[src/rtl/imem_fetch_ctrl.sv]
// Fetch-stage instruction-memory reader.
// Latches the fetch PC, issues one request on a req/gnt/rvalid port, presents the
// returned word to decode and drives fetch_stall (inverted elsewhere into the PC enable).
// Misaligned PCs and memory timeouts raise sticky faults and park the block in FAULT.
//
// Ports:
//   clk, reset                 clock (rising edge), synchronous active-high reset
//   pcf                        current fetch PC
//   flush                      redirect; discard any fetch in flight
//   stall_d                    decode cannot accept the instruction this cycle
//   imem_req/addr              memory request and registered address
//   imem_gnt/rvalid/rdata      memory grant, read-data valid, read data
//   instr_f, instr_valid       fetched instruction (registered) and its valid flag
//   fetch_stall                1 = hold the PC register
//   misalign_fault, bus_fault  sticky fault flags, cleared only by reset
module imem_fetch_ctrl #(
  parameter logic [31:0] NOP_INSTR      = 32'h00000013,
  parameter int unsigned TIMEOUT_CYCLES = 255
) (
  input  logic        clk,
  input  logic        reset,
  input  logic [31:0] pcf,
  input  logic        flush,
  input  logic        stall_d,
  output logic        imem_req,
  output logic [31:0] imem_addr,
  input  logic        imem_gnt,
  input  logic        imem_rvalid,
  input  logic [31:0] imem_rdata,
  output logic [31:0] instr_f,
  output logic        instr_valid,
  output logic        fetch_stall,
  output logic        misalign_fault,
  output logic        bus_fault
);

  localparam int unsigned CNT_W = (TIMEOUT_CYCLES > 0) ? $clog2(TIMEOUT_CYCLES + 1) : 1;
  localparam logic [CNT_W-1:0] TMO = CNT_W'(TIMEOUT_CYCLES);

  typedef enum logic [2:0] {
    StLatch   = 3'd0,
    StIssue   = 3'd1,
    StWait    = 3'd2,
    StDeliver = 3'd3,
    StFault   = 3'd4
  } state_e;

  state_e           state_q, state_d;
  logic [31:0]      addr_q, addr_d;
  logic [31:0]      instr_q, instr_d;
  logic             drop_q, drop_d;
  logic [CNT_W-1:0] cnt_q, cnt_d;
  logic             mis_q, mis_d;
  logic             bus_q, bus_d;

  logic [CNT_W-1:0] cnt_inc;
  logic             timeout_hit;

  // The current ISSUE/WAIT cycle is the TIMEOUT_CYCLES-th one.
  assign cnt_inc     = cnt_q + 1'b1;
  assign timeout_hit = (TIMEOUT_CYCLES != 0) && (cnt_inc == TMO);

  always_comb begin
    state_d = state_q;
    addr_d  = addr_q;
    instr_d = instr_q;
    drop_d  = drop_q;
    cnt_d   = cnt_q;
    mis_d   = mis_q;
    bus_d   = bus_q;

    unique case (state_q)
      StLatch: begin
        addr_d = pcf;
        if (pcf[1:0] != 2'b00) begin
          state_d = StFault;
          mis_d   = 1'b1;
        end else if (!flush) begin
          state_d = StIssue;
        end
      end
      StIssue: begin
        cnt_d = cnt_inc;
        if (timeout_hit) begin
          state_d = StFault;
          bus_d   = 1'b1;
        end else if (imem_gnt) begin
          // A granted request cannot be cancelled; remember to discard its data.
          state_d = StWait;
          if (flush) drop_d = 1'b1;
        end else if (flush) begin
          state_d = StLatch;
        end
      end
      StWait: begin
        cnt_d = cnt_inc;
        if (timeout_hit) begin
          state_d = StFault;
          bus_d   = 1'b1;
        end else if (imem_rvalid) begin
          if (drop_q || flush) begin
            state_d = StLatch;
          end else begin
            instr_d = imem_rdata;
            state_d = StDeliver;
          end
        end else if (flush) begin
          drop_d = 1'b1;
        end
      end
      StDeliver: begin
        if (flush || !stall_d) state_d = StLatch;
      end
      StFault: begin
        state_d = StFault;
      end
      default: begin
        state_d = StLatch;
      end
    endcase

    // Every new fetch starts with a fresh timeout budget and no pending discard.
    if (state_d == StLatch) begin
      cnt_d  = '0;
      drop_d = 1'b0;
    end
  end

  always_ff @(posedge clk) begin
    if (reset) begin
      state_q <= StLatch;
      addr_q  <= '0;
      instr_q <= NOP_INSTR;
      drop_q  <= 1'b0;
      cnt_q   <= '0;
      mis_q   <= 1'b0;
      bus_q   <= 1'b0;
    end else begin
      state_q <= state_d;
      addr_q  <= addr_d;
      instr_q <= instr_d;
      drop_q  <= drop_d;
      cnt_q   <= cnt_d;
      mis_q   <= mis_d;
      bus_q   <= bus_d;
    end
  end

  assign imem_req       = (state_q == StIssue);
  assign imem_addr      = addr_q;
  assign instr_f        = instr_q;
  assign instr_valid    = (state_q == StDeliver);
  assign fetch_stall    = ~((state_q == StDeliver) && !stall_d);
  assign misalign_fault = mis_q;
  assign bus_fault      = bus_q;

endmodule

[config.mk]
export PLATFORM = sky130hd
export DESIGN_NAME = imem_fetch_ctrl
export DESIGN_NICKNAME = d
export VERILOG_FILES = /design/src/rtl/imem_fetch_ctrl.sv
export SDC_FILE = /design/constraint.sdc
export NUM_CORES = 1
export LEC_CHECK = 0
export BUFFER_PORTS_ARGS = -buffer_cell sky130_fd_sc_hd__clkbuf_2
export CORE_MARGIN = 2
export CORE_UTILIZATION = 42
export DETAILED_ROUTE_END_ITERATION = 10
export GPL_TIMING_DRIVEN = 0
export PLACE_DENSITY_LB_ADDON = 0.1
export SLEW_MARGIN = 20
export SYNTH_ARGS = -nofsm -noshare
export SYNTH_HDL_FRONTEND = slang
export SYNTH_SLANG_ARGS = --single-unit
[constraint.sdc]
create_clock -name clk -period 2 [get_ports clk]
set_input_delay 0.1 -clock clk [delete_from_list [all_inputs] [get_ports clk]]
set_output_delay 0.1 -clock clk [all_outputs]
set_load 0.005 [all_outputs]
==> results.md, run 1 <==
Synthesis:
- In this run, synthesis inferred 0 flip-flops with an integrated enable.
- The compound-cell area share of the yosys netlist is a little over an eighth.
- Synthesis produced a netlist with a net count of 428.
- The number of synthesis warnings is 0.
- Of the total synthesized cell area, the portion taken by AND, OR, NAND and NOR gates is a little over 20%.
- Summing the areas of all xor and xnor instances in the mapped netlist gives 2.24% of the synthesized area.
- Among all cell types in the netlist, the one instantiated most often is sky130_fd_sc_hd__dfxtp_1.
- Each instance of the synthesized netlist takes up on average about 9 sq um.
- The commonest cells after synthesis are 78 x sky130_fd_sc_hd__dfxtp_1, 71 x sky130_fd_sc_hd__nand2_1, 44 x sky130_fd_sc_hd__nor2_1, 41 x sky130_fd_sc_hd__a21oi_1, 29 x sky130_fd_sc_hd__mux2i_1.
- Counting flops and latches in the post-synthesis netlist gives 78.
- The post-synthesis instance area is ~0.0031 sq mm.
- Summed over all instances, the cell type with the most area after synthesis is sky130_fd_sc_hd__dfxtp_1.
- The leading register cell type out of synthesis is sky130_fd_sc_hd__dfxtp_1.
- Synthesis handed over a netlist of 356 instances.
- The share of synthesized area spent on multiplexers is a little under 10%.
- The synthesized netlist contains 45 unique library cells.
- The share of the Yosys chip area taken by registers is between 40% and 50%.
- The fraction of synthesized cell area taken by the top area cell type is about half.
- Ranked by total cell area, the synthesized netlist is headed by sky130_fd_sc_hd__dfxtp_1 50%, sky130_fd_sc_hd__mux2i_1 9.3%, sky130_fd_sc_hd__nand2_1 8.5%, sky130_fd_sc_hd__a21oi_1 6.6%, sky130_fd_sc_hd__nor2_1 5.3%.
- For this run, asynchronously set or reset flops after synthesis account for 0%.
- By area, the combinational part of the netlist is dominated by simple AND/OR/NAND/NOR gates.
- Of the total synthesized cell area, the portion taken by full adders, half adders and majority gates is 0.800%.

Layout:
- After routing the design area is around 0.0050 sq mm.
- The final core utilization is 69.9%.
- The net total in the final layout is 650.
- From synthesis to final layout, the design area changed by 61.2%.
- Of the cells placed in the final design, the portion with a size suffix greater than 1 is 34.9%.
- The antenna diode count is 0.

Die:
- The floorplan step defined a die boundary enclosing between 0.008 and 0.009 sq mm.
- The starting density of the core is ~43%.
- The placeable core region is 0.00721 sq mm.
- Row generation in the floorplan step produced 31 rows.
- The die is 90.3 microns wide.
- The number of ports placed on the die boundary is approximately 140.
- The die is ~90 microns tall.

Placement:
- The final weighted congestion in routability-driven placement is roughly 0.84.
- The instance area at placement is 0.00398 sq mm.
- The count of input and output buffers is 138.
- The setup slack after placement is -0.354 ns.
- The HPWL after detailed placement is around 5500 microns.

Drt:
- The per-cell via count in the routed design is roughly 4.7.
- After detailed routing, the number of remaining DRC violations is 0.
- The post-detailed-route wirelength per cell is 13.2 microns.
- The total number of vias is about 3200.
- The number of detailed-route iterations in the first pass is 4.
- The count of nets left with antenna violations once routing finished came out at 0.
- The first routing iteration left ~120 violations.
- For this block, the routed nets add up to between 9000 and 10000 microns of wire.

Global route:
- The number of antenna violations at the first check in global routing is 0.
- The global-route total usage across every layer is 21.9%.
- The total global routing overflow is 0.
- The number of global-route vias before repair is approximately 3100.
- The first global-routing pass estimated around 15000 microns of wire.
- Entering global routing, the biggest net connects 14 pins.

STA:
- Based on the critical path, the design can be clocked at up to 456 MHz.
- Between clock sinks in the finished design, the worst skew comes to around 0.0071 ns.
- The count of endpoints failing hold in the final timing report is 0.
- After layout, the worst setup slack is -0.194 ns.
- For the pin with the worst max-slew slack, the measured transition is 0.971 ns.
- The portion of the clock cycle consumed by the worst path in the final layout is 110%.
- Setup violations remaining at the end of the flow were counted as 42.
- Setup repair after global routing could not meet its margin everywhere.
- The final critical path time including I/O delays and setup is between 2 and 2.5 ns.
- The relative slew slack is between 30% and 40%.
- The count of final max-slew check failures came to 0.
- The total negative slack for setup checks is -6.46 ns.

Pwr:
- The worst voltage drop across the vdd grid is 0.505 mV.
- In this run the power density over the cells is 634 mW/mm^2.
- Total power for the finished layout comes to about 3.2 mW.
- The analysis attributes to cell leakage a power of roughly 2.4 nW.

Clock network:
- The CTS tree is yes.
- The clock slew seen by the registers of the worst setup and hold paths is about 0.08 ns.
- The library cell used as clock root buffer is sky130_fd_sc_hd__clkbuf_8.
- The number of H-tree branching levels is 3.
- No sink is reached through more buffers than the 2 on the longest clock path.
- The total clock sinks is 78.
- The TritonCTS buffer count is 9.
- The later-pin clock latency in the skew report is around 0.35 ns.

Setup path:
- STA puts the critical path data arrival time at around 2.4 ns.
- The type of destination of the critical path is a flop.
- The critical path start-end classification is reg2reg.
- Of all nets on the critical path, the largest fanout is 10.
- The kind of start point of the critical path is a flop.
- STA puts the critical path data required time at ~2.2 ns.

Run status:
- The flow ran to the end, but the final reports show violations.
- The checks that failed: negative setup slack.

Hold path:
- The worst hold path belongs to the class in2reg.

Run:
- The max-capacitance violation count is 0.
## path summary, 6_finish.rpt
| path | from | to | slack [ns] | depth (start not counted) |
|---|---|---|---|---|
| max | cnt_q[0] | instr_f[9] | -0.19 | 9 |
| min | pcf[1] | imem_addr[1] | 0.004 | 3 |
| max reg2reg | cnt_q[0] | instr_f[9] | -0.19 | 9 |
| min reg2reg | imem_addr[7] | imem_addr[7] | 0.45 | 2 |
## cell type report
class                   instances  area (sq um)
clock buffers                  10           138
flip-flops and latches         78          1570
repair buffers                211          1430
inverters                       9          33.8
fillers                       603          2170
clock inverters                 5          35.0
multi-input cells             250          1590
well taps                      99           124
plain buffers                  19           128
## registers in the layout, indices dropped and copies added (netlist names)
register,cells
state_q,3
drop_q,1
imem_addr,32
bus_fault,1
instr_f,32
misalign_fault,1
cnt_q,8
## critical path, stage by stage, from the launching register on
cell	delay (ns)
sky130_fd_sc_hd__dfxtp_4	0.36
sky130_fd_sc_hd__ha_4	0.17
sky130_fd_sc_hd__nand3b_1	0.25
sky130_fd_sc_hd__nor4b_4	0.31
sky130_fd_sc_hd__o31ai_4	0.12
sky130_fd_sc_hd__o311ai_4	0.26
sky130_fd_sc_hd__buf_12	0.19
sky130_fd_sc_hd__buf_12	0.14
sky130_fd_sc_hd__mux2i_1	0.21
sky130_fd_sc_hd__nor2_1	0.05
## power breakdown
group	switching, mW	internal, mW
logic	0.244	0.244
registers	0.0353	1.61
clock network	0.579	0.480
## per-stage QoR
stage	cells	hold slack (ns)
finish	681	0.00368
global placement	593	0.322
global route	681	0.00926
CTS	680	0.00300
floorplan	356	0.236
detailed placement	593	0.330
## placed cells by master (no fill, tap or decap), types with 2 or more instances in the layout
cell type / count
sky130_fd_sc_hd__nand3b_1: 2
sky130_fd_sc_hd__inv_1: 8
sky130_fd_sc_hd__clkinv_2: 2
sky130_fd_sc_hd__nor2b_1: 2
sky130_fd_sc_hd__buf_6: 4
sky130_fd_sc_hd__nor3_1: 2
sky130_fd_sc_hd__buf_4: 10
sky130_fd_sc_hd__a211o_1: 3
sky130_fd_sc_hd__nor2_1: 44
sky130_fd_sc_hd__a21oi_1: 38
sky130_fd_sc_hd__a21oi_2: 3
sky130_fd_sc_hd__xor2_1: 6
sky130_fd_sc_hd__nand2_2: 2
sky130_fd_sc_hd__dfxtp_1: 73
sky130_fd_sc_hd__nand2b_1: 4
sky130_fd_sc_hd__dlygate4sd3_1: 58
sky130_fd_sc_hd__mux2i_1: 29
sky130_fd_sc_hd__buf_12: 4
sky130_fd_sc_hd__and2_1: 2
sky130_fd_sc_hd__clkbuf_2: 138
sky130_fd_sc_hd__clkbuf_1: 14
sky130_fd_sc_hd__nand3_1: 5
sky130_fd_sc_hd__dfxtp_4: 2
sky130_fd_sc_hd__clkbuf_8: 10
sky130_fd_sc_hd__xnor2_1: 2
sky130_fd_sc_hd__nand2_1: 70
sky130_fd_sc_hd__nand4_1: 2
sky130_fd_sc_hd__a211oi_2: 5
sky130_fd_sc_hd__o21ai_0: 2
sky130_fd_sc_hd__dfxtp_2: 3
sky130_fd_sc_hd__or3_1: 2
## per-layer routing
layer	global-route usage, %	wire (microns)	vias to the layer above
met3	4.01	388	10
met2	38.7	4490	97
met1	26.5	4000	1486
met4	8.33	127	0
met5	0	0	-
li1	-	-	1641
## cells by family (layout without fill, tap and decap cells)
group / count (synthesis) / after routing
xor gates and xnor gates: 8 / 8
DFF: 78 / 78
muxes: 30 / 30
buffers and inverters: 28 / 254
AOI/OAI and AO/OA: 65 / 65
and+or+nand+nor: 145 / 145
adders and majority gates: 2 / 2
## repair_timing
action                                 in CTS  in global routing
setup endpoints to repair                  42                 45
resized for setup                          38                  3
pin swaps                                   6                  4
hold buffers                               58                  0
endpoints found under the hold margin      58                  0
buffers inserted                           13                  0
gates cloned                                1                  1
Power figures use the tool's default switching activity.
==> run 2, diff against run 1 <==
CORE_UTILIZATION = 47   (was 42)
clock period = 2.25 ns   (was 2 ns; I/O delays follow)
==> results.md, run 2 (synthesis gave the netlist of run 1 again) <==
Drt:
- The total number of vias was 3269 (was 3234).
- The per-cell via count in the routed design is 5.05 (was 4.75).
- The remaining design rule violation count is 0 (unchanged).
- The post-detailed-route wirelength per cell was 14.0 microns (was 13.2 microns).
- The wire length reported by the detailed router is 9050 microns (was 9000 microns).
- The number of nets still failing antenna checks after routing came to 0 (unchanged).
- The number of detailed-route iterations in the first pass is 4 (unchanged).
- The count of routing violations after the opening detailed-route iteration is 132 (was 116).

Clock network:
- The TritonCTS buffer count is 9 (unchanged).
- The total clock sinks is 78 (unchanged).
- The number of H-tree branching levels is 3 (unchanged).
- The clock slew seen by the registers of the worst setup and hold paths is 0.09 ns (was 0.08 ns).
- The CTS tree is yes (unchanged).
- The maximum clock insertion buffer count is 2 (unchanged).
- The library cell used as clock root buffer was sky130_fd_sc_hd__clkbuf_8 (unchanged).
- The later-pin clock latency in the skew report is 0.35 ns (about the same).

Setup path:
- The cell with the biggest individual delay on the critical path is sky130_fd_sc_hd__dfxtp_4 (unchanged).
- The buffer and inverter count on the worst path was 2 (unchanged).
- The maximum net fanout on the critical path is 6 (was 10).
- The endpoint required time on the critical path is 2.47 ns (was 2.23 ns).
- The critical path start-end classification is reg2reg (unchanged).
- The category of cells accounting for the largest share of critical-path delay is simple AND/OR/NAND/NOR gates (unchanged).
- The kind of start point of the critical path is a flop (unchanged).
- The number of cells on the worst reg-to-reg path is 9 (unchanged).
- The launching element of the worst setup path is cnt_q[1] (was cnt_q[0]).
- The worst reg2reg path startpoint is cnt_q[1] (was cnt_q[0]).
- The capture instance of the worst register-to-register path is instr_f[14] (was instr_f[9]).
- The type of destination of the critical path is a flop (unchanged).
- Critical Path, Cell by Cell: ha_4 -> nand3b_1 -> nor4b_4 -> o31ai_4 -> o311ai_4 -> buf_6 -> buf_12 -> mux2i_2 -> nor2_1 (was ha_4 -> nand3b_1 -> nor4b_4 -> o31ai_4 -> o311ai_4 -> buf_12 -> buf_12 -> mux2i_1 -> nor2_1).
- The endpoint arrival time on the critical path is 2.47 ns (was 2.42 ns).
- The register-to-register setup slack came to 0.002 ns (was -0.19 ns).
- The last element of the critical path is instr_f[14] (was instr_f[9]).
- The largest stage delay on the critical path is 0.37 ns (was 0.36 ns).
- The count of cell instances traversed by the critical path came to 9 (unchanged).

Placement:
- The instance area at placement is 0.00392 sq mm (was 0.00398 sq mm).
- The final weighted congestion in routability-driven placement is 0.751 (was 0.844).
- The instance count after placement with tap cells included came to 571 (was 593).
- The setup slack after placement is -0.243 ns (was -0.354 ns).
- The count of input and output buffers was 138 (unchanged).
- The detailed placer's ending HPWL is 5590 microns (was 5490 microns).

STA:
- The total negative slack for setup checks came to 0 ns (was -6.46 ns).
- The count of final max-slew check failures is 0 (unchanged).
- The worst hold slack across all endpoints came to 0.00408 ns (was 0.00368 ns).
- The total of endpoints with negative setup slack in the final report is 0 (was 42).
- The relative slew slack is 42.1% (was 35.3%).
- The highest clock frequency the design can meet is 445 MHz (was 456 MHz).
- The portion of the clock cycle consumed by the worst path in the final layout is 99.9% (was 110%).
- The maximum clock skew at final layout is 0.0131 ns (was 0.00706 ns).
- The final worst-path setup slack came to 0.00214 ns (was -0.194 ns).
- The final critical path time including I/O delays and setup came to 2.25 ns (was 2.19 ns).
- Setup repair after global routing missed its margin: yes (unchanged).
- The transition at the pin with the smallest max-transition slack is 0.869 ns (was 0.971 ns).
- The count of endpoints failing hold in the final timing report is 0 (unchanged).

Die:
- The die height is 85.6 microns (was 90.3 microns).
- The number of ports placed on the die boundary is 139 (unchanged).
- The placeable core region is 0.00639 sq mm (was 0.00721 sq mm).
- The area enclosed by the die boundary is 0.00732 sq mm (was 0.00815 sq mm).
- The standard-cell row count is 29 (was 31).
- The starting density of the core came to 49.0% (was 43.4%).
- The width of the die is 85.6 microns (was 90.3 microns).

Run status:
- Status: complete, no violations (was finished with violations).

Run:
- The max-capacitance violation count is 0 (unchanged).

Pwr:
- The power per cell area is 627 mW/mm^2 (was 634 mW/mm^2).
- The worst voltage drop across the vdd grid is 0.462 mV (was 0.505 mV).
- The leakage power came to 2.38 nW (was 2.44 nW).

Layout:
- The net total in the final layout is 637 (was 650).
- The final non-filler cell area is 0.00491 sq mm (was 0.00504 sq mm).
- The area of the multi-input gates is 0.00155 sq mm (was 0.00159 sq mm).
- The storage element area was 0.00157 sq mm (about the same).
- The count of placed standard cells in the final layout, fillers left out was 647 (was 681).
- The antenna diode count is 0 (unchanged).
- The layout cell share with drive strength beyond 1 is 33.2% (was 34.9%).
- The most common library cell in the layout ignoring fill and taps is sky130_fd_sc_hd__clkbuf_2 (unchanged).
- The layout-stage area growth over the synthesis result is 57.0% (was 61.2%).
- Commonest non-fill, non-tap cells in the layout: 138 x sky130_fd_sc_hd__clkbuf_2, 75 x sky130_fd_sc_hd__dfxtp_1, 71 x sky130_fd_sc_hd__nand2_1 (was 138 x sky130_fd_sc_hd__clkbuf_2, 73 x sky130_fd_sc_hd__dfxtp_1, 70 x sky130_fd_sc_hd__nand2_1).
- The filler cell count in the final layout was 446 (was 603).

Global route:
- The wire length of the first global-routing pass is 14100 microns (was 14700 microns).
- The total global routing overflow is 0 (unchanged).
- The number of global-route vias before repair came to 3187 (was 3127).
- The number of antenna violations at the first check in global routing came to 0 (unchanged).
- The largest net degree at the start of global routing is 15 (was 14).
- The global-route total usage across every layer came to 23.8% (was 21.9%).

Hold path:
- The worst hold path class is in2reg (unchanged).
==> run 2: layout make-up <==
class / count / area share [%]
clock buffers: 10 / 2.80
inverters: 9 / 0.688
flip-flops and latches: 78 / 32.0
plain buffers: 18 / 2.12
repair buffers: 199 / 27.0
well taps: 77 / 1.96
multi-input cells: 250 / 31.5
clock inverters: 6 / 1.86
==> run 2: worst register-to-register path: stages (launching register included) <==
cell                       delay, ns
sky130_fd_sc_hd__dfxtp_4        0.37
sky130_fd_sc_hd__ha_4           0.17
sky130_fd_sc_hd__nand3b_1       0.23
sky130_fd_sc_hd__nor4b_4        0.30
sky130_fd_sc_hd__o31ai_4        0.12
sky130_fd_sc_hd__o311ai_4       0.28
sky130_fd_sc_hd__buf_6          0.20
sky130_fd_sc_hd__buf_12         0.14
sky130_fd_sc_hd__mux2i_2        0.24
sky130_fd_sc_hd__nor2_1         0.08
==> run 2: worst min path at each step <==
stage	startpoint	end	slack (ns)	depth (start not counted)
floorplan	pcf[0]	imem_addr[0]	0.25	2
global placement	pcf[13]	imem_addr[13]	0.34	3
detailed placement	pcf[4]	imem_addr[4]	0.34	3
CTS	imem_rdata[16]	instr_f[16]	0.002	3
global route	pcf[29]	imem_addr[29]	0.02	3
finish	imem_rdata[22]	instr_f[22]	0.004	3
==> run 2: stage by stage <==
step | utilization, % | total power [mW]
CTS | 74.7 | 3.08
global route | 76.9 | 3.20
detailed placement | 61.3 | 1.81
floorplan | - | 1.65
finish | 76.9 | 3.08
global placement | 61.3 | 1.81
==> run 2: timing repair <==
action,4_1_cts,5_1_grt
setup endpoints to repair,40,41
setup buffers,3,5
hold buffers,51,0
resized for setup,16,15
pin swaps,3,2
hold endpoints to repair,51,0
gates cloned,0,2
==> run 2: per-layer routing <==
layer	global-route usage, %	wire [microns]
met1	27.6	3690
met3	5.29	640
met2	42.0	4530
met4	10.5	191
met5	0	0
==> run 2: power breakdown <==
part / internal, mW / switching (mW) / total, mW
Clock: 0.663 / 0.537 / 1.20
Combinational: 0.206 / 0.206 / 0.412
Sequential: 1.43 / 0.0304 / 1.46
==> run 3, diff against run 2 <==
CORE_UTILIZATION = 45   (was 47)
==> results.md, run 3 (synthesis gave the netlist of run 1 again) <==
Layout:
- The most common library cell in the layout ignoring fill and taps is sky130_fd_sc_hd__clkbuf_2 (unchanged).
- Commonest non-fill, non-tap cells in the layout: 138 x sky130_fd_sc_hd__clkbuf_2, 75 x sky130_fd_sc_hd__dfxtp_1, 71 x sky130_fd_sc_hd__nand2_1 (unchanged).
- The layout cell share with drive strength beyond 1 was 32.4% (was 33.2%).
- The antenna diode count is 0 (unchanged).
- The layout-stage area growth over the synthesis result is 53.5% (was 57.0%).
- The final non-filler cell area was 0.00480 sq mm (was 0.00491 sq mm).
- The net total in the final layout is 627 (was 637).

Clock network:
- The later-pin clock latency in the skew report was 0.35 ns (about the same).
- The number of H-tree branching levels is 3 (unchanged).
- The library cell used as clock root buffer is sky130_fd_sc_hd__clkbuf_8 (unchanged).
- The total clock sinks is 78 (unchanged).
- The CTS tree is yes (unchanged).
- The maximum clock insertion buffer count is 2 (unchanged).
- The clock slew seen by the registers of the worst setup and hold paths is 0.08 ns (was 0.09 ns).
- The TritonCTS buffer count was 9 (unchanged).

Hold path:
- The worst hold path class is in2reg (unchanged).

Pwr:
- The power per cell area is 653 mW/mm^2 (was 627 mW/mm^2).
- The fraction of power consumed by sequential logic was 46.7% (was 47.6%).
- The power share of the clock group was 40.5% (was 39.0%).
- The cell-internal power was 2.40 mW (was 2.30 mW).
- The worst voltage drop across the vdd grid is 0.431 mV (was 0.462 mV).
- The net switching power is 739 uW (was 774 uW).
- The leakage power was 2.34 nW (was 2.38 nW).
- The combinational power share came to 12.7% (was 13.4%).
- The switching part of the total is 23.6% (was 25.1%).

STA:
- The portion of the clock cycle consumed by the worst path in the final layout came to 98.6% (was 99.9%).
- The maximum clock skew at final layout is 0.0135 ns (was 0.0131 ns).
- The total of endpoints with negative setup slack in the final report is 0 (unchanged).
- Setup repair after global routing missed its margin: yes (unchanged).
- The transition at the pin with the smallest max-transition slack came to 0.768 ns (was 0.869 ns).
- The final critical path time including I/O delays and setup is 2.22 ns (was 2.25 ns).
- The count of endpoints failing hold in the final timing report came to 0 (unchanged).
- The highest clock frequency the design can meet is 451 MHz (was 445 MHz).
- The worst hold slack across all endpoints came to 0.00214 ns (was 0.00408 ns).
- The relative slew slack is 48.8% (was 42.1%).
- The count of final max-slew check failures is 0 (unchanged).

Run status:
- Status: complete, no violations (unchanged).

Setup path:
- Critical Path, Cell by Cell: ha_4 -> buf_12 -> inv_1 -> nor3_1 -> o31ai_4 -> o311ai_4 -> buf_6 -> buf_12 -> mux2i_2 -> nor2_1 (was ha_4 -> nand3b_1 -> nor4b_4 -> o31ai_4 -> o311ai_4 -> buf_6 -> buf_12 -> mux2i_2 -> nor2_1).
- The largest stage delay on the critical path is 0.40 ns (was 0.37 ns).
- The critical path start-end classification was reg2reg (unchanged).
- The endpoint required time on the critical path is 2.47 ns (about the same).
- The endpoint arrival time on the critical path is 2.44 ns (was 2.47 ns).
- The cell with the biggest individual delay on the critical path is sky130_fd_sc_hd__dfxtp_2 (was sky130_fd_sc_hd__dfxtp_4).
- Counting stages on the worst path, the most repeated cell is sky130_fd_sc_hd__buf_12.
- The maximum net fanout on the critical path is 10 (was 6).
- The type of destination of the critical path is a flop (unchanged).
- The kind of start point of the critical path is a flop (unchanged).

Drt:
- The remaining design rule violation count was 0 (unchanged).
- The number of nets still failing antenna checks after routing was 0 (unchanged).
- The total number of vias is 3135 (was 3269).
- The count of routing violations after the opening detailed-route iteration is 74 (was 132).
- The wire length reported by the detailed router was 8390 microns (was 9050 microns).
- The number of detailed-route iterations in the first pass came to 4 (unchanged).
- The per-cell via count in the routed design came to 4.91 (was 5.05).
- The post-detailed-route wirelength per cell came to 13.1 microns (was 14.0 microns).

Run:
- The max-capacitance violation count came to 0 (unchanged).

Die:
- The placeable core region is 0.00676 sq mm (was 0.00639 sq mm).
- The die height came to 87.4 microns (was 85.6 microns).
- The starting density of the core was 46.3% (was 49.0%).
- The area enclosed by the die boundary came to 0.00763 sq mm (was 0.00732 sq mm).
- The number of ports placed on the die boundary is 139 (unchanged).
- The width of the die is 87.4 microns (was 85.6 microns).
- The standard-cell row count came to 30 (was 29).

Global route:
- The total global routing overflow is 0 (unchanged).
- The number of antenna violations at the first check in global routing was 0 (unchanged).
- The number of global-route vias before repair came to 2987 (was 3187).
- The largest net degree at the start of global routing is 14 (was 15).
- The wire length of the first global-routing pass is 13300 microns (was 14100 microns).
- The global-route total usage across every layer is 21.7% (was 23.8%).

Placement:
- The instance area at placement is 0.00392 sq mm (about the same).
- The detailed placer's ending HPWL is 5510 microns (was 5590 microns).
- The count of input and output buffers is 138 (unchanged).
- The final weighted congestion in routability-driven placement is 0.761 (was 0.751).
[run 3: cell count changes in the layout (fill, tap and decap cells not counted), moves of 2 or more]
cell / delta
sky130_fd_sc_hd__buf_4: -4
sky130_fd_sc_hd__clkbuf_16: -2
sky130_fd_sc_hd__dlygate4sd3_1: -6
sky130_fd_sc_hd__inv_6: -2
sky130_fd_sc_hd__mux2i_1: +2
[run 3: power by group through the flow]
stage / Combinational (mW) / Sequential (mW) / Clock (mW)
floorplan: 0.155 / 1.50 / 0
global placement: 0.313 / 1.49 / 0
detailed placement: 0.318 / 1.50 / 0
CTS: 0.396 / 1.46 / 1.29
global route: 0.446 / 1.47 / 1.35
finish: 0.400 / 1.47 / 1.27
[run 3: cell type report]
class | count | area, sq um
Inverter | 9 | 33.8
Timing Repair Buffer | 189 | 1220
Clock buffer | 10 | 138
Tap cell | 80 | 100
Clock inverter | 5 | 108
Fill cell | 517 | 1960
Sequential cell | 78 | 1570
Multi-Input combinational cell | 250 | 1530
Buffer | 18 | 104
[run 3: stage by stage]
step | setup TNS (ns) | setup WS, ns | power, mW | util (%) | cells
floorplan | 0 | 0.0792 | 1.65 | - | 356
detailed placement | -10.13 | -0.356 | 1.81 | 58.0 | 574
finish | 0 | 0.0316 | 3.14 | 71.1 | 639
global route | -0.314 | -0.0448 | 3.26 | 71.1 | 639
CTS | -0.0165 | -0.00556 | 3.15 | 70.7 | 640
global placement | -6.88 | -0.248 | 1.81 | 58.0 | 574
[run 3: worst paths after layout]
check            startpoint     endpoint  slack, ns  cells after the start
max                cnt_q[1]  instr_f[15]       0.03                     10
min reg2reg       bus_fault    bus_fault       0.45                      2
min          imem_rdata[16]  instr_f[16]      0.002                      3
max reg2reg        cnt_q[1]  instr_f[15]       0.03                     10
[run 3: metal layers]
layer,GRT usage (%),wire length [microns],up-vias
li1,-,-,1594
met1,26.2,3630,1420
met2,37.7,4110,109
met3,4.08,508,12
met4,8.81,144,0
met5,0,0,-
[run 3: worst max-delay path, delay by kind of cell (launching register included)]
family	cells	cell delay, ns
adder cells (fa/ha/maj)	1	0.18
AO/OA/AOI/OAI	2	0.43
flip-flops	1	0.40
buffers and inverters	4	0.50
multiplexers	1	0.21
AND/OR/NAND/NOR	2	0.37
[run 3: timing repair]
action,CTS,global route
hold endpoints to repair,45,0
setup endpoints to repair,42,42
buffers inserted,6,0
pin swaps,5,4
resized for setup,19,7
hold buffers,45,0
